`src/rtl/pipe_hazard_ctrl.sv`:
```
// Hazard/stall/flush control for the ID/EX boundary of the pipeline.
// Freezes across multi-cycle SRAM accesses and keeps saturating perf counters.
module pipe_hazard_ctrl #(
  parameter int MEM_TIMEOUT = 255,
  parameter int CNT_W       = 16
) (
  input  logic             clk,
  input  logic             rst,
  input  logic             id_valid,
  input  logic [3:0]       src1,
  input  logic [3:0]       src2,
  input  logic             two_src,
  input  logic [3:0]       exe_dest,
  input  logic             exe_wb_en,
  input  logic             exe_mem_read,
  input  logic [3:0]       mem_dest,
  input  logic             mem_wb_en,
  input  logic             fwd_en,
  input  logic             branch_taken,
  input  logic             mem_req,
  input  logic             sram_ready,
  output logic             pc_en,
  output logic             if_flush,
  output logic             id_frz,
  output logic             id_flush,
  output logic             exe_en,
  output logic             mem_en,
  output logic             mem_wait,
  output logic             mem_timeout,
  output logic [CNT_W-1:0] stall_cnt,
  output logic [CNT_W-1:0] flush_cnt
);

  localparam int WW = (MEM_TIMEOUT < 2) ? 1 : $clog2(MEM_TIMEOUT + 1);
  localparam logic [WW-1:0] LAST = WW'(MEM_TIMEOUT - 1);

  typedef enum logic {
    RUN,
    MEM_WAIT
  } state_t;

  state_t        state, state_nxt;
  logic [WW-1:0] wait_cnt, wait_nxt;
  logic          hit1, hit2, load_use, hazard;
  logic          advance, stall_inc, flush_inc, set_to;

  assign hit1 = (exe_wb_en & (src1 == exe_dest))
              | (mem_wb_en & (src1 == mem_dest));
  assign hit2 = two_src
              & ((exe_wb_en & (src2 == exe_dest))
              |  (mem_wb_en & (src2 == mem_dest)));
  assign load_use = exe_mem_read & exe_wb_en
                  & ((src1 == exe_dest)
                  |  (two_src & (src2 == exe_dest)));
  assign hazard = id_valid & (fwd_en ? load_use : (hit1 | hit2));

  assign mem_wait = (state == MEM_WAIT);

  always_comb begin
    state_nxt = state;
    wait_nxt  = wait_cnt;
    advance   = 1'b0;
    stall_inc = 1'b0;
    flush_inc = 1'b0;
    set_to    = 1'b0;
    pc_en     = 1'b0;
    if_flush  = 1'b0;
    id_frz    = 1'b0;
    id_flush  = 1'b0;
    exe_en    = 1'b0;
    mem_en    = 1'b0;
    if (rst) begin
      unique case (state)
        RUN: begin
          if (mem_req & ~sram_ready) begin
            state_nxt = MEM_WAIT;
            stall_inc = 1'b1;
          end else begin
            advance = 1'b1;
          end
        end
        MEM_WAIT: begin
          stall_inc = 1'b1;
          if (sram_ready || wait_cnt == LAST) begin
            advance   = 1'b1;
            state_nxt = RUN;
            wait_nxt  = '0;
            set_to    = ~sram_ready;
          end else begin
            wait_nxt = wait_cnt + 1'b1;
          end
        end
        default: state_nxt = RUN;
      endcase
      // a taken branch squashes the ID instruction, so its hazard is moot
      if (advance) begin
        exe_en = 1'b1;
        mem_en = 1'b1;
        id_frz = 1'b1;
        unique case (1'b1)
          branch_taken: begin
            pc_en     = 1'b1;
            if_flush  = 1'b1;
            id_flush  = 1'b1;
            flush_inc = 1'b1;
          end
          (~branch_taken & hazard): begin
            id_flush  = 1'b1;
            stall_inc = 1'b1;
          end
          default: pc_en = 1'b1;
        endcase
      end
    end
  end

  always_ff @(posedge clk or negedge rst) begin
    if (!rst) begin
      state       <= RUN;
      wait_cnt    <= '0;
      mem_timeout <= 1'b0;
      stall_cnt   <= '0;
      flush_cnt   <= '0;
    end else begin
      state    <= state_nxt;
      wait_cnt <= wait_nxt;
      if (set_to)
        mem_timeout <= 1'b1;
      if (stall_inc && stall_cnt != '1)
        stall_cnt <= stall_cnt + 1'b1;
      if (flush_inc && flush_cnt != '1)
        flush_cnt <= flush_cnt + 1'b1;
    end
  end

endmodule

```
`config.mk`:
```
export PLATFORM = sky130hd
export DESIGN_NAME = pipe_hazard_ctrl
export DESIGN_NICKNAME = d
export VERILOG_FILES = /design/src/rtl/pipe_hazard_ctrl.sv
export SDC_FILE = /design/constraint.sdc
export NUM_CORES = 1
export LEC_CHECK = 0
export ABC_AREA = 0
export ABC_CLOCK_PERIOD_IN_PS = 2400
export CELL_PAD_IN_SITES_DETAIL_PLACEMENT = 1
export CELL_PAD_IN_SITES_GLOBAL_PLACEMENT = 1
export CORE_ASPECT_RATIO = 2
export CORE_MARGIN = 2
export CORE_UTILIZATION = 30
export CTS_CLUSTER_DIAMETER = 120
export DETAILED_ROUTE_END_ITERATION = 8
export PLACE_DENSITY = 0.76
export SLEW_MARGIN = 20
export SYNTH_ARGS = -nofsm -noshare
export SYNTH_HDL_FRONTEND = slang
export SYNTH_SLANG_ARGS = --single-unit
```
`constraint.sdc`:
```
create_clock -name clk -period 2.4 [get_ports clk]
set_input_delay 0.36 -clock clk [delete_from_list [all_inputs] [get_ports clk]]
set_output_delay 0.36 -clock clk [all_outputs]
set_load 0.005 [all_outputs]
```
After elaboration in Yosys (flattened, before gate mapping)
Index checks and enable logic that the tools add are counted.

Bits in registers: 42. Output and inout port bits: 40. Word-level logic and storage cells: 65.

Add/sub/neg operators: 3. Eq/ne operators: 7. Mux-type cells: 27. Bitwise operators: 18. Reductions and logical operators: 5.

Operators with widths (count): $add A16 B1 Y16 const B (2); $ne A16 B16 Y1 const B (2); $mux W1 (23); $eq A4 B4 Y1 (4); $and A1 B1 Y1 (11); $add A8 B1 Y8 const B (1); $eq A8 B8 Y1 const B (1); $mux W8 (1); $pmux W1 S2 (3); $or A1 B1 Y1 (4); $not A1 Y1 (3); $logic_and A1 B1 Y1 (2); $reduce_and A2 Y1 (1); $reduce_or A2 Y1 (1); $logic_or A1 B1 Y1 (1).

Longest topological paths before layout
Word-level depth: 12. Gate-level depth with buffers: 9. Depth with buffers taken out: 8.

Worst setup path before layout
Ideal clock, no wire load.

Path kind: register to register. Start point: reg stall_cnt[0]. End point: reg stall_cnt[3]. Library setup time: 0.130 ns. Arrival time: 1.788 ns. Data required time: 2.270 ns. Setup slack: 0.482 ns. Stages on the path, launching flop included: 9. Buffers on the path: 1. Cells stage by stage: dfrtp_1 > ha_1 > nand2_1 > nor2_2 > nand4_1 > nor3_4 > buf_4 > a211oi_2 > xor2_1.

Cells in the longest elaborated chain, start to end: 2. Elaborated cells on any way between the ends: 3. Classes of those cells: add/sub: 1; eq/ne: 1; reduce/logical: 1.

RTL lines: start: declaration (line 30) `output logic [CNT_W-1:0] stall_cnt,`; start signal: assignment (line 130) `stall_cnt <= stall_cnt + 1'b1;`; parallel branches: the longest is 2 deep, another holds $add A16 B1 Y16.

Parallel ways; which one is timed is not known. A chain may end at the register's enable or synchronous reset.

Final worst setup path
Start point: reg wait_cnt[3]. End point: out id_frz.

Cells in the longest elaborated chain, start to end: 7.

RTL lines: start: declaration (line 43) `logic [WW-1:0] wait_cnt, wait_nxt;`; start signal: assignment (line 126) `wait_cnt <= wait_nxt;`; $eq A8 B8 Y1 (line 84) `if (sram_ready || wait_cnt == LAST) begin`; $logic_or A1 B1 Y1 (line 84); $mux W1 (line 84); $pmux W1 S2 (line 73) `unique case (state)`; $mux W1 (line 72) `if (rst) begin`; $mux W1 (line 96) `if (advance) begin`; $mux W1 (line 72); end: declaration (line 24) `output logic id_frz,`.

Every way passes these cells. The select of a mux whose other input is x is not followed.

==> metrics <==
Slew headroom 0.681; CP max FO 7; largest net degree at the start of global routing 26; DRC 0; layout cells sized above 1 0.196; Nets 352; Wirelength per Cell 17.0 um; final hold vios 0; TritonCTS clock tree yes; Max VDD drop 474 uV; DP Area 3330 sq um; first-pass detailed-route iteration total 3; Synth Flop Type dfrtp_1; diode count 0; Pins Over Slew Limit 0; dpl hpwl 5420 um; Setup TNS 0 ps; cts bufs inserted 5; clock root buffer clkbuf_16; Min Hold Slack 72.3 ps; Layout Cells excl Fill 418; Core Region 7940 sq um; port bufs 66; Placed Instances 407; DRT antenna net count 0; sequential share of the synthesized area 0.428; met3 WL 266 um; Setup Viol. Count Final 0; internal power 1.69 mW; RSZ-0062 raised after global routing false; outcome completed; Vias/cell 5.01; clk slew on worst S/H paths 60 ps; crit path launch type flop; Max clock buf depth 2; Switching Fraction 0.291; clock latency on the worst-skew pair 280 ps; post-route cell area 3530 sq um; max-capacitance violation count 0; Initial Util 0.309; #FFs+latches synth 42; Max H-tree Level 2; worst-margin pin slew 479 ps; first-pass GRT wire length 11000 um; Avg Cell Area, Syn 10.5 sq um; Setup crit end kind output pin; worst hold path class in2async; synth-to-layout area growth 43.8%; Critical Path AT 1890 ps; Ys Warns 0; Mapped Area 2450 sq um; Overall Global Routing Usage 0.162; Post-synth ARST share 1.00; routability cong. 0.829; drt initial violations 38; initial antenna violation count 0; DRT met1 WL 2510 um; die area 8960 sq um; Leak 1.50 nW; PwrDens 675 nW/um^2; Post-CTS Hold Buffers 0; Yosys cell types 43; DR top layer met4; min Tclk post-route 2250 ps; Syn Inst Count 233; clock power share 0.324; drt total wl 7100 um; vias in the first global route 2310; Post-Syn Nets 264; Remaining Overflow, GRT 0; worst setup path class reg2out; fmax 445 MHz; io pins 67; combinational power share 0.267; via count 2095; met2 wire len 4190 um; Die W 67.9 um; WP data required 2040 ps; Reg power frac 0.408; num rows 46; Layout Skew 5.69 ps; number of synthesized flops with an enable pin 0; Die Ht 132 um; period utilization 0.937; Sw Pwr 0.694 mW; Design Power 2.38 mW; CTS Sinks 42
## what timing repair did
action	CTS	global route
resized for setup	26	3
pin swaps	8	2
hold endpoints to repair	0	0
setup endpoints to repair	3	1
buffers inserted	3	0
## kinds of logic after synthesis
family | count (synthesis) | synth area share
and+or+nand+nor | 82 | 0.179
xor gates and xnor gates | 46 | 0.164
DFF | 42 | 0.428
AOI/OAI and AO/OA | 39 | 0.156
buffers and inverters | 16 | 0.0337
muxes | 4 | 0.0184
adders and majority gates | 4 | 0.0204
## power by group through the flow
stage / Combinational, mW / Clock (mW) / Sequential (mW)
finish: 0.637 / 0.772 / 0.972
global route: 0.695 / 0.820 / 0.997
CTS: 0.648 / 0.799 / 0.975
detailed placement: 0.628 / 0 / 0.989
global placement: 0.616 / 0 / 0.981
floorplan: 0.256 / 0 / 0.966
## per-layer routing
metal  GRT usage  up-vias
met2       0.312       51
met3      0.0239        8
li1            -     1001
met4      0.0678        0
met5           0        -
met1       0.158     1035
## per-stage QoR
stage | util | worst slack, ps
6_report | 0.444 | 152
5_1_grt | 0.444 | 49.8
4_1_cts | 0.443 | 3.72
3_5_place_dp | 0.419 | -315
3_3_place_gp | 0.419 | -265
2_1_floorplan | - | 482
## Yosys cell counts, drive strengths merged, types with 2 or more instances
library cell | n | area [sq um]
clkbuf | 2 | 8.75
buf | 6 | 43.8
and3 | 4 | 25.0
ha | 4 | 50.1
nor2 | 13 | 51.3
xor2 | 20 | 175
inv | 8 | 30.0
o21ai | 8 | 40.0
nand4 | 12 | 75.1
xnor2 | 26 | 228
o31ai | 4 | 30.0
dfrtp | 42 | 1050
nand3 | 22 | 110
a21oi | 4 | 20.0
mux2 | 4 | 45.0
a2111oi | 2 | 55.1
o2111ai | 2 | 35.0
nor3 | 3 | 26.3
nor2b | 3 | 18.8
a211oi | 11 | 133
nand2 | 16 | 60.1
and4 | 4 | 35.0
## sequential cells by signal, summed over array words and instances, names as in the netlist
name	flops
flush_cnt	16
stall_cnt	16
wait_cnt	8
mem_timeout	1
mem_wait	1
## cell usage in the layout, fill, tap and decap left out, types with 2 or more instances in the layout
cell / n
a211oi_2: 10
buf_4: 23
nor2_1: 12
o31ai_1: 4
xnor2_1: 26
nand4_1: 12
clkinvlp_4: 2
clkdlybuf4s50_1: 46
ha_1: 4
and4_1: 4
a21oi_1: 4
xor2_1: 20
a2111oi_4: 2
nand3_1: 21
dlygate4sd2_1: 18
dfrtp_1: 40
nor2b_1: 2
clkbuf_16: 5
mux2_2: 4
dfrtp_2: 2
o21ai_0: 6
inv_1: 8
and3_1: 4
nand2_1: 16
## area by class of cell
cell class                 count  area (sq um)
multi-input combinational    175          1350
inverter                       8          30.0
timing repair buffer          89           808
sequential                    42          1050
clock inverter                 3          45.0
clock buffer                   5           125
fill                         910          4420
tap                           96           120
## final timing paths
check | startpoint | to | slack [ps] | cells after the start
worst max-delay path | wait_cnt[3] | id_frz | 150 | 4
worst min-delay path | rst | flush_cnt[10] | 70 | 2
worst max register to register | wait_cnt[3] | flush_cnt[1] | 260 | 6
worst min register to register | mem_timeout | mem_timeout | 470 | 1
max in group asynchronous | rst | wait_cnt[3] | 1660 | 3
min in group clk | mem_timeout | mem_timeout | 470 | 1
## worst max-delay path, stage by stage (launching register included)
cell and delay, ps:
dfrtp_2 420, nand4_1 190, nor3_2 210, o31a_2 240, clkdlybuf4s50_1 550
Note: power is estimated with default switching activity, not from simulation.
